## src/rtl/buffer_arb_pkg.sv

```systemverilog
// -----------------------------------------------------------------------------
// buffer_arb_pkg
// Shared definitions for the buffer arbiter and its address generator:
//   - state_t : arbiter FSM states (IDLE, BURST, DONE)
//   - READ / WRITE : burst direction encoding carried on the rw inputs
//   - clogb2  : address width needed to index a given number of words
// -----------------------------------------------------------------------------
package buffer_arb_pkg;

    typedef enum logic [1:0] {
        IDLE  = 2'd0,
        BURST = 2'd1,
        DONE  = 2'd2
    } state_t;

    localparam logic READ  = 1'b0;
    localparam logic WRITE = 1'b1;

    // Smallest width that can hold the values 0 .. value-1; never below 1 so a
    // one-word buffer still gets a real address bus.
    function automatic int clogb2(input int value);
        int result;
        result = 0;
        for (int v = value - 1; v > 0; v = v >> 1) begin
            result++;
        end
        return (result < 1) ? 1 : result;
    endfunction

endpackage

```

## src/rtl/buffer_adr_gen.sv

```systemverilog
// -----------------------------------------------------------------------------
// buffer_adr_gen
// Burst address sequencer: a loadable address counter that wraps from
// LENGTH_SIZE-1 back to 0, paired with a down-counter of remaining beats.
//
// Ports:
//   clk, rst    : clock, synchronous active-high reset
//   load        : capture load_adr / load_len (start of a burst)
//   load_adr    : first address of the burst
//   load_len    : number of beats in the burst (already clamped by the caller)
//   step        : one beat was issued this cycle; advance address, count down
//   adr         : address of the current beat
//   last        : the current beat is the final one of the burst
// -----------------------------------------------------------------------------
module buffer_adr_gen
    import buffer_arb_pkg::*;
#(
    parameter  int LENGTH_SIZE = 10,
    localparam int ADR_SIZE    = clogb2(LENGTH_SIZE)
) (
    input  logic                clk,
    input  logic                rst,
    input  logic                load,
    input  logic [ADR_SIZE-1:0] load_adr,
    input  logic [ADR_SIZE:0]   load_len,
    input  logic                step,
    output logic [ADR_SIZE-1:0] adr,
    output logic                last
);

    localparam logic [ADR_SIZE-1:0] ADR_MAX = ADR_SIZE'(LENGTH_SIZE - 1);

    logic [ADR_SIZE:0] remaining;

    // NOTE: state registers use non-blocking assignments so every flop samples
    // the values from before the edge, independent of statement order.
    always_ff @(posedge clk) begin
        if (rst) begin
            adr       <= '0;
            remaining <= '0;
        end else if (load) begin
            adr       <= load_adr;
            remaining <= load_len;
        end else if (step) begin
            adr       <= (adr == ADR_MAX) ? '0 : adr + 1'b1;
            remaining <= remaining - 1'b1;
        end
    end

    // step is only issued while at least one beat remains, so remaining never
    // underflows; a count of one means this is the closing beat.
    assign last = (remaining == (ADR_SIZE + 1)'(1));

endmodule

```

## src/rtl/buffer_arbiter.sv

```systemverilog
// -----------------------------------------------------------------------------
// buffer_arbiter
// Shares one single-port Buffer between two burst requesters. Grants are
// round-robin on the last owner; the granted burst is driven onto the Buffer
// one word per cycle, followed by a one-cycle done pulse to its owner.
//
// Ports:
//   clk, rst              : clock, synchronous active-high reset
//   reqN                  : burst request (sampled only in IDLE), N = 0,1
//   rwN                   : 1 = write burst, 0 = read burst
//   baseN                 : burst start address
//   lenN                  : burst beat count (clamped to LENGTH_SIZE)
//   wdataN                : write word, valid whenever ackN is high
//   ackN                  : one word moved to/from the Buffer this cycle
//   rdataN                : read word (Buffer dataOut), valid with ackN on reads
//   doneN                 : one-cycle pulse, burst finished
//   bufWr/bufAdr/bufDataIn: Buffer write enable, address, write data
//   bufDataOut            : Buffer combinational read data
// -----------------------------------------------------------------------------
module buffer_arbiter
    import buffer_arb_pkg::*;
#(
    parameter  int WORD_SIZE   = 32,
    parameter  int LENGTH_SIZE = 10,
    localparam int ADR_SIZE    = clogb2(LENGTH_SIZE)
) (
    input  logic                 clk,
    input  logic                 rst,
    // requester 0
    input  logic                 req0,
    input  logic                 rw0,
    input  logic [ADR_SIZE-1:0]  base0,
    input  logic [ADR_SIZE:0]    len0,
    input  logic [WORD_SIZE-1:0] wdata0,
    output logic                 ack0,
    output logic [WORD_SIZE-1:0] rdata0,
    output logic                 done0,
    // requester 1
    input  logic                 req1,
    input  logic                 rw1,
    input  logic [ADR_SIZE-1:0]  base1,
    input  logic [ADR_SIZE:0]    len1,
    input  logic [WORD_SIZE-1:0] wdata1,
    output logic                 ack1,
    output logic [WORD_SIZE-1:0] rdata1,
    output logic                 done1,
    // Buffer side
    output logic                 bufWr,
    output logic [ADR_SIZE-1:0]  bufAdr,
    output logic [WORD_SIZE-1:0] bufDataIn,
    input  logic [WORD_SIZE-1:0] bufDataOut
);

    localparam logic [ADR_SIZE:0] LEN_MAX = (ADR_SIZE + 1)'(LENGTH_SIZE);

    state_t              state;
    state_t              state_next;
    logic                owner;
    logic                rw;
    logic                last_owner;

    logic                grant;
    logic                grant_owner;
    logic                req_rw;
    logic [ADR_SIZE-1:0] req_base;
    logic [ADR_SIZE:0]   req_len;
    logic [ADR_SIZE:0]   eff_len;

    logic                load;
    logic                step;
    logic                last;
    logic [ADR_SIZE-1:0] cur_adr;
    logic                in_burst;
    logic                in_done;

    // Round-robin: a lone requester always wins; on a tie the requester that
    // did not own the previous burst wins.
    always_comb begin
        grant       = req0 | req1;
        grant_owner = (req0 && req1) ? ~last_owner : req1;
    end

    // Burst parameters of the requester that would win this cycle, with the
    // length made safe: an out-of-range base yields an empty burst, and an
    // over-long burst is cut to one full pass over the buffer.
    always_comb begin
        req_rw   = grant_owner ? rw1   : rw0;
        req_base = grant_owner ? base1 : base0;
        req_len  = grant_owner ? len1  : len0;
        if ({1'b0, req_base} >= LEN_MAX) begin
            eff_len = '0;
        end else if (req_len > LEN_MAX) begin
            eff_len = LEN_MAX;
        end else begin
            eff_len = req_len;
        end
    end

    // NOTE: every signal driven here gets a default before the case statement,
    // so no path leaves one unassigned and no latch is inferred.
    always_comb begin
        state_next = state;
        load       = 1'b0;
        step       = 1'b0;
        case (state)
            IDLE: begin
                if (grant) begin
                    load       = 1'b1;
                    state_next = (eff_len != '0) ? BURST : DONE;
                end
            end
            BURST: begin
                step = 1'b1;
                if (last) begin
                    state_next = DONE;
                end
            end
            DONE: begin
                state_next = IDLE;
            end
            default: begin
                state_next = IDLE;
            end
        endcase
    end

    // last_owner resets to 1 so requester 0 wins the first tie.
    always_ff @(posedge clk) begin
        if (rst) begin
            state      <= IDLE;
            owner      <= 1'b0;
            rw         <= READ;
            last_owner <= 1'b1;
        end else begin
            state <= state_next;
            if (load) begin
                owner      <= grant_owner;
                rw         <= req_rw;
                last_owner <= grant_owner;
            end
        end
    end

    buffer_adr_gen #(
        .LENGTH_SIZE (LENGTH_SIZE)
    ) u_adr_gen (
        .clk      (clk),
        .rst      (rst),
        .load     (load),
        .load_adr (req_base),
        .load_len (eff_len),
        .step     (step),
        .adr      (cur_adr),
        .last     (last)
    );

    assign in_burst = (state == BURST);
    assign in_done  = (state == DONE);

    // Only the owner sees strobes; the other requester's outputs stay low.
    assign ack0  = in_burst & ~owner;
    assign ack1  = in_burst &  owner;
    assign done0 = in_done  & ~owner;
    assign done1 = in_done  &  owner;

    // Address and write data are held at zero outside an active burst so the
    // Buffer bus is quiet between transfers.
    assign bufWr     = in_burst & (rw == WRITE);
    assign bufAdr    = in_burst ? cur_adr : '0;
    assign bufDataIn = bufWr ? (owner ? wdata1 : wdata0) : '0;

    // No read pipeline: both requesters see the Buffer output directly.
    assign rdata0 = bufDataOut;
    assign rdata1 = bufDataOut;

endmodule

```

## config.mk

```make
export PLATFORM = sky130hd
export DESIGN_NAME = buffer_arbiter
export DESIGN_NICKNAME = d
export VERILOG_FILES = /design/src/rtl/buffer_arb_pkg.sv /design/src/rtl/buffer_adr_gen.sv /design/src/rtl/buffer_arbiter.sv
export SDC_FILE = /design/constraint.sdc
export NUM_CORES = 1
export LEC_CHECK = 0
export ABC_CLOCK_PERIOD_IN_PS = 2100
export BUFFER_PORTS_ARGS = -buffer_cell sky130_fd_sc_hd__buf_2
export CAP_MARGIN = 20
export CORE_AREA = 2 2 88 90
export CTS_CLUSTER_DIAMETER = 30
export CTS_CLUSTER_SIZE = 16
export DETAILED_ROUTE_END_ITERATION = 8
export DIE_AREA = 0 0 90 92
export PLACE_DENSITY = 0.62
export SLEW_MARGIN = 20
export SYNTH_ARGS = -nofsm -noshare
export SYNTH_HDL_FRONTEND = slang
export SYNTH_SLANG_ARGS = --single-unit
```

## constraint.sdc

```tcl
create_clock -name clk -period 2.1 [get_ports clk]
set_clock_uncertainty 0.05 [all_clocks]
set_input_delay 0.525 -clock clk [delete_from_list [all_inputs] [get_ports clk]]
set_output_delay 0.525 -clock clk [all_outputs]
set_load 0.03 [all_outputs]
```

==> metrics.csv, run 1 <==
metric,value,unit
fill cell total of the finished layout,851,
initial antenna violation count,0,
Net Sw Power,0.553,mW
number of global-route vias before repair,1763,
summed negative setup slack over all endpoints,0,ps
Power Density,579,mW/mm²
Via Count,1919,
Worst-Margin Slew,742,ps
maximum number of pins on one net before global-route repair,34,
RSZ-0062 raised after global routing,false,
highest ir drop seen on vdd,271,µV
final RePlAce weighted congestion,0.800,
share of synthesized area occupied by flip-flops and latches,0.146,
global router's overall resource usage,0.122,
number of DRC markers after the initial detailed-route iteration,43,
switching portion of total power,0.412,
Residual DRC,0,
Die Outline Area,0.00828,mm²
reg2reg end,u_adr_gen.remaining[1],
CTS tree,yes,
summed area of non-filler cells in the final layout,0.00232,mm²
net total in the final layout,445,
fraction of power consumed by sequential logic,0.284,
synthesized cell area,0.00192,mm²
HP Class,reg2reg,
time the final worst path needs with I/O delays and setup,2040,ps
clock input transition at the sequential cells of the worst setup and hold paths,60,ps
Critical Path Start,owner,
clock sink total,14,
number of placed instances with taps included,420,
"Period Utilization, post-route",0.971,
Post-CTS Setup Repair Bufs,0,
cell type group with the largest total delay on the critical path,flip-flops,
cell chosen for the clock root,sky130_fd_sc_hd__clkbuf_8,
hpwl dp,4660,µm
worst slack on hold paths,461,ps
worst-path cell with the longest stage delay,sky130_fd_sc_hd__dfxtp_2,
Skew-Pair Late Insertion Delay,250,ps
number of synthesized register bits,14,
cell-by-cell listing of the critical path,buf_12 > mux2i_1 > nor2_1 > buf_2,
Vias/cell,4.53,
Post-Synthesis Net Count,381,
maximum clock frequency,491,MHz
number of cells on the critical path,4,
Crit path buffers/inverters,2,
ports placed on the boundary,225,
horizontal die dimension,90,µm
count of inserted antenna diode cells,0,
area used by multi-input combinational logic,0.00110,mm²
critical path endpoint category,output port,
critical register-to-register path startpoint,state[1],
wire length of the first global-routing pass,8450,µm
layout cells sized above 1,0.469,
Reg2Reg Depth,4,
die height,92,µm
category of the most critical setup path,reg2out,
fraction of the core area covered by cells at the end of the flow,0.311,
critical path capture point,bufDataIn[22],
max-slew violation count,0,
setup slack of the worst register-to-register path,360,ps
final number of hold-violating endpoints,0,
leading cell type by number of instances after synthesis,sky130_fd_sc_hd__buf_4,
final setup margin,61.4,ps
number of warnings reported in the yosys synthesis log,0,
final number of setup-violating endpoints,0,
total wire length after detailed routing,5480,µm
Post-Syn Instances,259,
slowest cell delay on critical path,460,ps
H-tree lvl count,1,
total congestion overflow,0,
combinational group share of total power,0.516,
internal power component,0.791,mW
fin cells,424,
Final Total Pwr,1.34,mW
synth top area cells,"sky130_fd_sc_hd__buf_4, sky130_fd_sc_hd__mux2i_1, sky130_fd_sc_hd__dfxtp_1",
Floorplan Core Area,0.00745,mm²
Synth top area share,0.250,
number of detailed-routing iterations run before antenna repair,5,
relative max-transition margin,0.500,
largest area contributor in the netlist,sky130_fd_sc_hd__buf_4,
data arrival at the endpoint of the critical path,1460,ps
proportion of register bits with asynchronous set or reset after synthesis,0,
Port Buf Inserts,128,
result of the run,completed,
most instantiated cells after synthesis,"sky130_fd_sc_hd__buf_4, sky130_fd_sc_hd__nor2_1, sky130_fd_sc_hd__mux2i_1",
worst slack at placement,202,ps
crit start category,flip-flop,
static leakage,1.11,nW
Rows,32,
Post-synth EDFFs,0,
"Primary FF master, synth",sky130_fd_sc_hd__dfxtp_1,
CTS buffer count,3,
total of max-cap violations,0,
average cell area after synthesis,7.42,µm²
Clock Tree Buf Depth,2,
power share of the clock group,0.200,
DP Area,0.00225,mm²
WL/cell,12.9,µm
layout overhead on the synthesized area,20.7,%
Detail Route Antenna Nets,0,
maximum fanout along the worst path,24,
number of distinct library cells after synthesis,44,
initial standard-cell utilization of the core,0.258,
Crit path required time,1520,ps
flip-flop and latch area,283,µm²
worst min path at each step:
| stage | startpoint | end | slack [ps] | cells past startpoint |
|---|---|---|---|---|
| 4_1_cts | rw | rw | 470 | 2 |
| 3_5_place_dp | rw | rw | 460 | 2 |
| 3_3_place_gp | u_adr_gen.remaining[4] | u_adr_gen.remaining[4] | 440 | 2 |
| 2_1_floorplan | u_adr_gen.remaining[4] | u_adr_gen.remaining[4] | 430 | 2 |
| 5_1_grt | u_adr_gen.remaining[4] | u_adr_gen.remaining[4] | 510 | 2 |
| 6_report | u_adr_gen.remaining[4] | u_adr_gen.remaining[4] | 460 | 2 |
logic make-up (layout without fill, tap and decap cells):
| logic type | after synthesis | count (layout) | synth area share |
|---|---|---|---|
| and+or+nand+nor | 83 | 83 | 0.200 |
| buffers and inverters | 82 | 145 | 0.287 |
| AOI/OAI and AO/OA | 40 | 40 | 0.155 |
| muxes | 37 | 37 | 0.195 |
| DFF | 14 | 14 | 0.146 |
| adders and majority gates | 2 | 2 | 0.0130 |
| xor gates and xnor gates | 1 | 1 | 0.00456 |
layer usage:
| metal | vias to the layer above | global-route usage | routed length (µm) |
|---|---|---|---|
| met3 | 16 | 0.0222 | 415 |
| li1 | 968 | - | - |
| met5 | - | 0 | 0 |
| met2 | 77 | 0.204 | 2620 |
| met1 | 858 | 0.156 | 2330 |
| met4 | 0 | 0.0487 | 109 |
final cells by class:
| type | instances | area share |
|---|---|---|
| repair buffers | 136 | 0.318 |
| inverters | 5 | 0.00809 |
| flip-flops and latches | 14 | 0.122 |
| well taps | 102 | 0.0550 |
| multi-input cells | 163 | 0.473 |
| clock buffers | 4 | 0.0237 |
cells in the final DEF (no fill, tap or decap), types with 2 or more instances in the layout:
cell | netlist | layout
sky130_fd_sc_hd__nor4b_1 | 2 | 2
sky130_fd_sc_hd__or4_1 | 2 | 2
sky130_fd_sc_hd__buf_2 | 3 | 123
sky130_fd_sc_hd__o311ai_0 | 2 | 2
sky130_fd_sc_hd__a311oi_1 | 2 | 2
sky130_fd_sc_hd__o21ai_0 | 5 | 5
sky130_fd_sc_hd__a31oi_1 | 6 | 6
sky130_fd_sc_hd__nand3_1 | 3 | 3
sky130_fd_sc_hd__and2_1 | 4 | 4
sky130_fd_sc_hd__nor2_1 | 42 | 42
sky130_fd_sc_hd__dfxtp_2 | 0 | 2
sky130_fd_sc_hd__mux2_2 | 3 | 3
sky130_fd_sc_hd__a211oi_1 | 2 | 2
sky130_fd_sc_hd__dfxtp_1 | 14 | 12
sky130_fd_sc_hd__o32ai_1 | 2 | 2
sky130_fd_sc_hd__ha_1 | 2 | 2
sky130_fd_sc_hd__o31ai_1 | 4 | 4
sky130_fd_sc_hd__a21oi_1 | 6 | 6
sky130_fd_sc_hd__mux2i_1 | 34 | 34
sky130_fd_sc_hd__inv_1 | 5 | 5
sky130_fd_sc_hd__buf_12 | 0 | 2
sky130_fd_sc_hd__buf_4 | 64 | 10
sky130_fd_sc_hd__nand2_1 | 16 | 16
sky130_fd_sc_hd__nor3b_1 | 3 | 2
sky130_fd_sc_hd__clkbuf_8 | 0 | 4
sky130_fd_sc_hd__nor3_1 | 3 | 3
what timing repair did:
action,CTS,global route
hold buffers,0,0
gates resized for setup,0,11
endpoints found under the setup margin,0,35
flip-flops by register name (all words and copies together) (netlist names):
register / flops
last_owner: 1
rw: 1
u_adr_gen.remaining: 5
state: 2
owner: 1
u_adr_gen.adr: 4
worst min-delay path, cell delays in order (launching register included):
cell and delay, ps:
sky130_fd_sc_hd__dfxtp_1 320, sky130_fd_sc_hd__o311ai_0 80, sky130_fd_sc_hd__a21oi_1 60
power groups by stage:
stage | sequential, mW | clock (mW) | combinational [mW]
2_1_floorplan | 0.357 | 0 | 0.691
3_3_place_gp | 0.383 | 0 | 0.695
3_5_place_dp | 0.386 | 0 | 0.697
4_1_cts | 0.381 | 0.270 | 0.700
5_1_grt | 0.392 | 0.276 | 0.772
6_report | 0.382 | 0.269 | 0.693
Note: power is estimated with default switching activity, not from simulation.
==> run 2: changes to the inputs <==
--- a/config.mk
+++ b/config.mk
@@ -14,6 +14,8 @@
 export DETAILED_ROUTE_END_ITERATION = 8
 export DIE_AREA = 0 0 90 92
 export PLACE_DENSITY = 0.62
+export REMOVE_ABC_BUFFERS = 1
+export SETUP_SLACK_MARGIN = 0.1
 export SLEW_MARGIN = 20
 export SYNTH_ARGS = -nofsm -noshare
 export SYNTH_HDL_FRONTEND = slang
==> run 2 against run 1 <==
Sequential share of layout area shrank 0.22 points; fmax up 4.6%; utilization up 1.1 points; cell area up 3.7%; global-route usage increased by 5.2 points; final cell count decreased by 0.24%; register-to-register slack about the same; worst setup slack better by 90 ps; wire length is 44% higher; critical path type unchanged; largest cell class unchanged; largest power group unchanged; highest routed layer unchanged.
==> metrics.csv, run 2 (same netlist as run 1, synthesis figures left out) <==
metric,value,unit
clock input transition at the sequential cells of the worst setup and hold paths,60,ps
"leading cell types in the layout, fill and taps excluded","sky130_fd_sc_hd__buf_2, sky130_fd_sc_hd__nor2_1, sky130_fd_sc_hd__mux2i_1, sky130_fd_sc_hd__buf_4, sky130_fd_sc_hd__nand2_1",
HP Class,reg2reg,
CTS tree,yes,
Post-CTS Setup Repair Bufs,0,
initial antenna violation count,0,
total congestion overflow,0,
CTS buffer count,3,
time the final worst path needs with I/O delays and setup,1950,ps
category of the most critical setup path,reg2out,
relative max-transition margin,0.538,
Rows,32,
max-slew violation count,0,
largest reg by FF count,u_adr_gen.remaining,
clock sink total,14,
H-tree lvl count,1,
net total in the final layout,444,
critical path endpoint category,output port,
Power Density,569,mW/mm²
Reg2Reg Depth,4,
RSZ-0062 raised after global routing,true,
hpwl dp,6280,µm
Residual DRC,0,
Vias/cell,4.85,
number of global-route vias before repair,1882,
result of the run,completed,
origin of the worst min-delay path,rw,
Die Outline Area,0.00828,mm²
wire length of the first global-routing pass,11100,µm
number of flip-flops under the largest register name,5,
highest ir drop seen on vdd,146,µV
critical register-to-register path startpoint,state[1],
count of inserted antenna diode cells,0,
DP Area,0.00223,mm²
hold depth,2,
most frequent standard cell in the layout excluding fill and tap cells,sky130_fd_sc_hd__buf_2,
maximum clock frequency,513,MHz
total wire length after detailed routing,7910,µm
final number of hold-violating endpoints,0,
setup slack of the worst register-to-register path,350,ps
leading registers by flop count,"u_adr_gen.remaining (5), u_adr_gen.adr (4), state (2)",
layout cells sized above 1,0.470,
"Period Utilization, post-route",0.928,
total of max-cap violations,0,
crit start category,flip-flop,
final number of setup-violating endpoints,0,
cell chosen for the clock root,sky130_fd_sc_hd__clkbuf_8,
die height,92,µm
Worst-Margin Slew,686,ps
initial standard-cell utilization of the core,0.258,
Hold Path Sink,rw,
Detail Route Antenna Nets,0,
WL/cell,18.7,µm
global router's overall resource usage,0.174,
maximum number of pins on one net before global-route repair,34,
Floorplan Core Area,0.00745,mm²
Crit path required time,1520,ps
Clock Tree Buf Depth,2,
Port Buf Inserts,128,
number of DRC markers after the initial detailed-route iteration,77,
ports placed on the boundary,225,
layout overhead on the synthesized area,25.1,%
reg2reg end,u_adr_gen.remaining[1],
maximum fanout along the worst path,7,
Via Count,2052,
final RePlAce weighted congestion,0.902,
Skew-Pair Late Insertion Delay,250,ps
horizontal die dimension,90,µm
Final Total Pwr,1.37,mW
area used by multi-input combinational logic,0.00110,mm²
flip-flop and latch area,288,µm²
static leakage,1.11,nW
summed area of non-filler cells in the final layout,0.00240,mm²
data arrival at the endpoint of the critical path,1370,ps
fill cell total of the finished layout,806,
number of detailed-routing iterations run before antenna repair,4,
run 2: cell types whose count changed in the layout (fill, tap and decap cells not counted), moves of 2 or more:
cell / change
sky130_fd_sc_hd__buf_2: -26
sky130_fd_sc_hd__buf_4: +23
sky130_fd_sc_hd__dfxtp_2: -2
sky130_fd_sc_hd__dfxtp_4: +2
run 2: where the power goes:
| part | switching [mW] | internal, mW | total, mW | leakage, nW |
|---|---|---|---|---|
| sequential | 0.0618 | 0.320 | 0.382 | 0.117 |
| combinational | 0.392 | 0.323 | 0.715 | 0.963 |
| clock | 0.105 | 0.167 | 0.272 | 0.0288 |
| total | 0.559 | 0.809 | 1.37 | 1.11 |
run 2: per-stage QoR:
stage / hold WS (ps) / setup WS, ps / cells / util / TNS, ps
6_report: 455 / 151 / 423 / 0.323 / 0
3_5_place_dp: 449 / 136 / 418 / 0.299 / 0
3_3_place_gp: 442 / 200 / 418 / 0.299 / 0
5_1_grt: 483 / 67.2 / 423 / 0.323 / 0
4_1_cts: 458 / 103 / 422 / 0.308 / 0
2_1_floorplan: 420 / -651 / 182 / - / -15640
run 2: worst max-delay path, stage by stage (launching register included):
cell and delay, ps:
sky130_fd_sc_hd__dfxtp_1 450, sky130_fd_sc_hd__inv_1 110, sky130_fd_sc_hd__nor3b_1 300, sky130_fd_sc_hd__buf_2 260
run 2: worst max path at each step:
stage | start | end | slack [ps] | cells past startpoint
6_report | state[1] | done1 | 150 | 3
5_1_grt | state[0] | bufDataIn[4] | 70 | 5
4_1_cts | state[0] | bufAdr[0] | 100 | 4
3_5_place_dp | req1 | u_adr_gen.remaining[1] | 140 | 5
3_3_place_gp | req1 | u_adr_gen.remaining[1] | 200 | 5
2_1_floorplan | owner | done1 | -650 | 1
run 2: what timing repair did:
item / CTS / global route
hold endpoints to repair: 0 / 0
gates resized for setup: 4 / 61
hold buffers: 0 / 0
gates cloned: 0 / 1
setup endpoints to repair: 33 / 35
run 2: final cells by class:
| type | count | share of cell area |
|---|---|---|
| multi-input cells | 163 | 0.457 |
| repair buffers | 135 | 0.340 |
| well taps | 102 | 0.0531 |
| flip-flops and latches | 14 | 0.120 |
| clock buffers | 4 | 0.0229 |
| inverters | 5 | 0.00780 |
run 2: routing by layer:
layer | track usage | part of all wire | vias to the layer above | wire, µm
met3 | 0.122 | 0.16 | 6 | 1270
met4 | 0.0487 | 0.0061 | 0 | 48
li1 | - | - | 963 | -
met5 | 0.109 | 0 | - | 0
met2 | 0.210 | 0.40 | 141 | 3130
met1 | 0.231 | 0.44 | 942 | 3450
==> run 3: changes to the inputs <==
--- a/config.mk
+++ b/config.mk
@@ -8,12 +8,13 @@
 export ABC_CLOCK_PERIOD_IN_PS = 2100
 export BUFFER_PORTS_ARGS = -buffer_cell sky130_fd_sc_hd__buf_2
 export CAP_MARGIN = 20
-export CORE_AREA = 2 2 88 90
+export CELL_PAD_IN_SITES_DETAIL_PLACEMENT = 1
+export CELL_PAD_IN_SITES_GLOBAL_PLACEMENT = 1
+export CORE_UTILIZATION = 21
 export CTS_CLUSTER_DIAMETER = 30
 export CTS_CLUSTER_SIZE = 16
 export DETAILED_ROUTE_END_ITERATION = 8
-export DIE_AREA = 0 0 90 92
-export PLACE_DENSITY = 0.62
+export PLACE_DENSITY = 0.85
 export REMOVE_ABC_BUFFERS = 1
 export SETUP_SLACK_MARGIN = 0.1
 export SLEW_MARGIN = 20
==> run 3 against run 2 <==
The run now ends with design-rule violations left; critical path depth grew 2; final cell count grew 1.4%; via count grew 3.7%; utilization shrank 5.4 points; critical endpoint is now bufDataIn[1]; largest power group unchanged; highest routed layer is now met5.
==> metrics.csv, run 3 (same netlist as run 1, synthesis figures left out) <==
metric,value,unit
result of the run,finished with violations,
violated checks,design-rule violations,
"Period Utilization, post-route",0.916,
"leading cell types in the layout, fill and taps excluded","sky130_fd_sc_hd__buf_2, sky130_fd_sc_hd__nor2_1, sky130_fd_sc_hd__mux2i_1",
number of flip-flops under the largest register name,5,
summed area of non-filler cells in the final layout,0.00237,mm²
Crit path required time,1520,ps
number of detailed-routing iterations run before antenna repair,7,
clock sink total,14,
H-tree lvl count,1,
maximum fanout along the worst path,33,
number of DRC markers after the initial detailed-route iteration,61,
leading registers by flop count,"u_adr_gen.remaining (5), u_adr_gen.adr (4), state (2)",
routed metal-1 wirelength,3330,µm
number of hold-repair buffers added at the cts stage,0,
die height,97.7,µm
net total in the final layout,444,
data arrival at the endpoint of the critical path,1350,ps
max-slew violation count,0,
wire length of the first global-routing pass,12600,µm
RSZ-0062 raised after global routing,true,
Detail Route Antenna Nets,0,
largest reg by FF count,u_adr_gen.remaining,
worst slack at placement,118,ps
Final Total Pwr,1.37,mW
final RePlAce weighted congestion,0.828,
initial antenna violation count,0,
Floorplan Core Area,0.00881,mm²
Rows,34,
met3 wirelength from detailed routing,1330,µm
CTS buffer count,3,
worst slack on hold paths,462,ps
total congestion overflow,0,
CTS tree,yes,
ports placed on the boundary,225,
final number of hold-violating endpoints,0,
total wire length after detailed routing,8650,µm
worst-path cell with the longest stage delay,sky130_fd_sc_hd__dfxtp_4,
initial standard-cell utilization of the core,0.218,
layout overhead on the synthesized area,23.4,%
final setup margin,177,ps
fin cells,429,
DP Area,0.00224,mm²
Via Count,2128,
hpwl dp,7170,µm
critical path endpoint category,output port,
cell-by-cell listing of the critical path,nor2b_4 > nand2_1 > buf_12 > nor2_1 > buf_4,
final number of setup-violating endpoints,0,
maximum clock frequency,520,MHz
summed negative setup slack over all endpoints,0,ps
horizontal die dimension,97.7,µm
static leakage,1.10,nW
category of the most critical setup path,reg2out,
crit start category,flip-flop,
Power Density,578,mW/mm²
number of placed instances with taps included,425,
Die Outline Area,0.00954,mm²
met2 routed wirelength,3840,µm
HP Class,reg2reg,
relative max-transition margin,0.549,
Worst-Margin Slew,670,ps
layout cells sized above 1,0.470,
WL/cell,20.2,µm
most frequent standard cell in the layout excluding fill and tap cells,sky130_fd_sc_hd__buf_2,
cell chosen for the clock root,sky130_fd_sc_hd__clkbuf_8,
time the final worst path needs with I/O delays and setup,1920,ps
total of max-cap violations,0,
Skew-Pair Late Insertion Delay,250,ps
clock input transition at the sequential cells of the worst setup and hold paths,60,ps
count of inserted antenna diode cells,0,
top routing layer in use,met5,
fraction of the core area covered by cells at the end of the flow,0.269,
Residual DRC,9,
Vias/cell,4.96,
setup slack of the worst register-to-register path,380,ps
slowest cell delay on critical path,370,ps
number of global-route vias before repair,2163,
maximum number of pins on one net before global-route repair,34,
Port Buf Inserts,128,
highest ir drop seen on vdd,173,µV
Clock Tree Buf Depth,2,
global router's overall resource usage,0.174,
==> run 3: path summary, 6_finish.rpt <==
path,from,to,depth (start not counted)
max,state[0],bufDataIn[1],5
min,rw,rw,2
max reg2reg,state[0],u_adr_gen.remaining[1],4
min reg2reg,rw,rw,2
==> run 3: per-layer routing <==
layer / track usage / up-vias
met1: 0.197 / 1001
li1: - / 965
met2: 0.253 / 148
met5: 0.132 / -
met4: 0.0408 / 4
met3: 0.118 / 10
==> run 3: final cells by class <==
| type | instances | area, µm² |
|---|---|---|
| inverters | 5 | 18.8 |
| flip-flops and latches | 14 | 287 |
| clock buffers | 4 | 55.1 |
| multi-input cells | 163 | 1100 |
| well taps | 108 | 135 |
| repair buffers | 135 | 776 |
| fillers | 1086 | 6430 |
==> run 3: what timing repair did <==
item / 4_1_cts / 5_1_grt
hold endpoints to repair: 0 / 0
endpoints found under the setup margin: 33 / 35
setup buffers: 0 / 0
resized for setup: 9 / 33
==> run 3: power breakdown <==
part	switching (mW)	internal [mW]	leakage, nW
logic	0.409	0.313	0.957
clock network	0.101	0.166	0.0288
registers	0.0606	0.321	0.117
total	0.570	0.800	1.10
==> run 3: critical path: cells and delay by family, from the launching register on <==
family,cells,cell delay (ps)
DFF,1,370
buffers and inverters,2,350
and+or+nand+nor,3,370
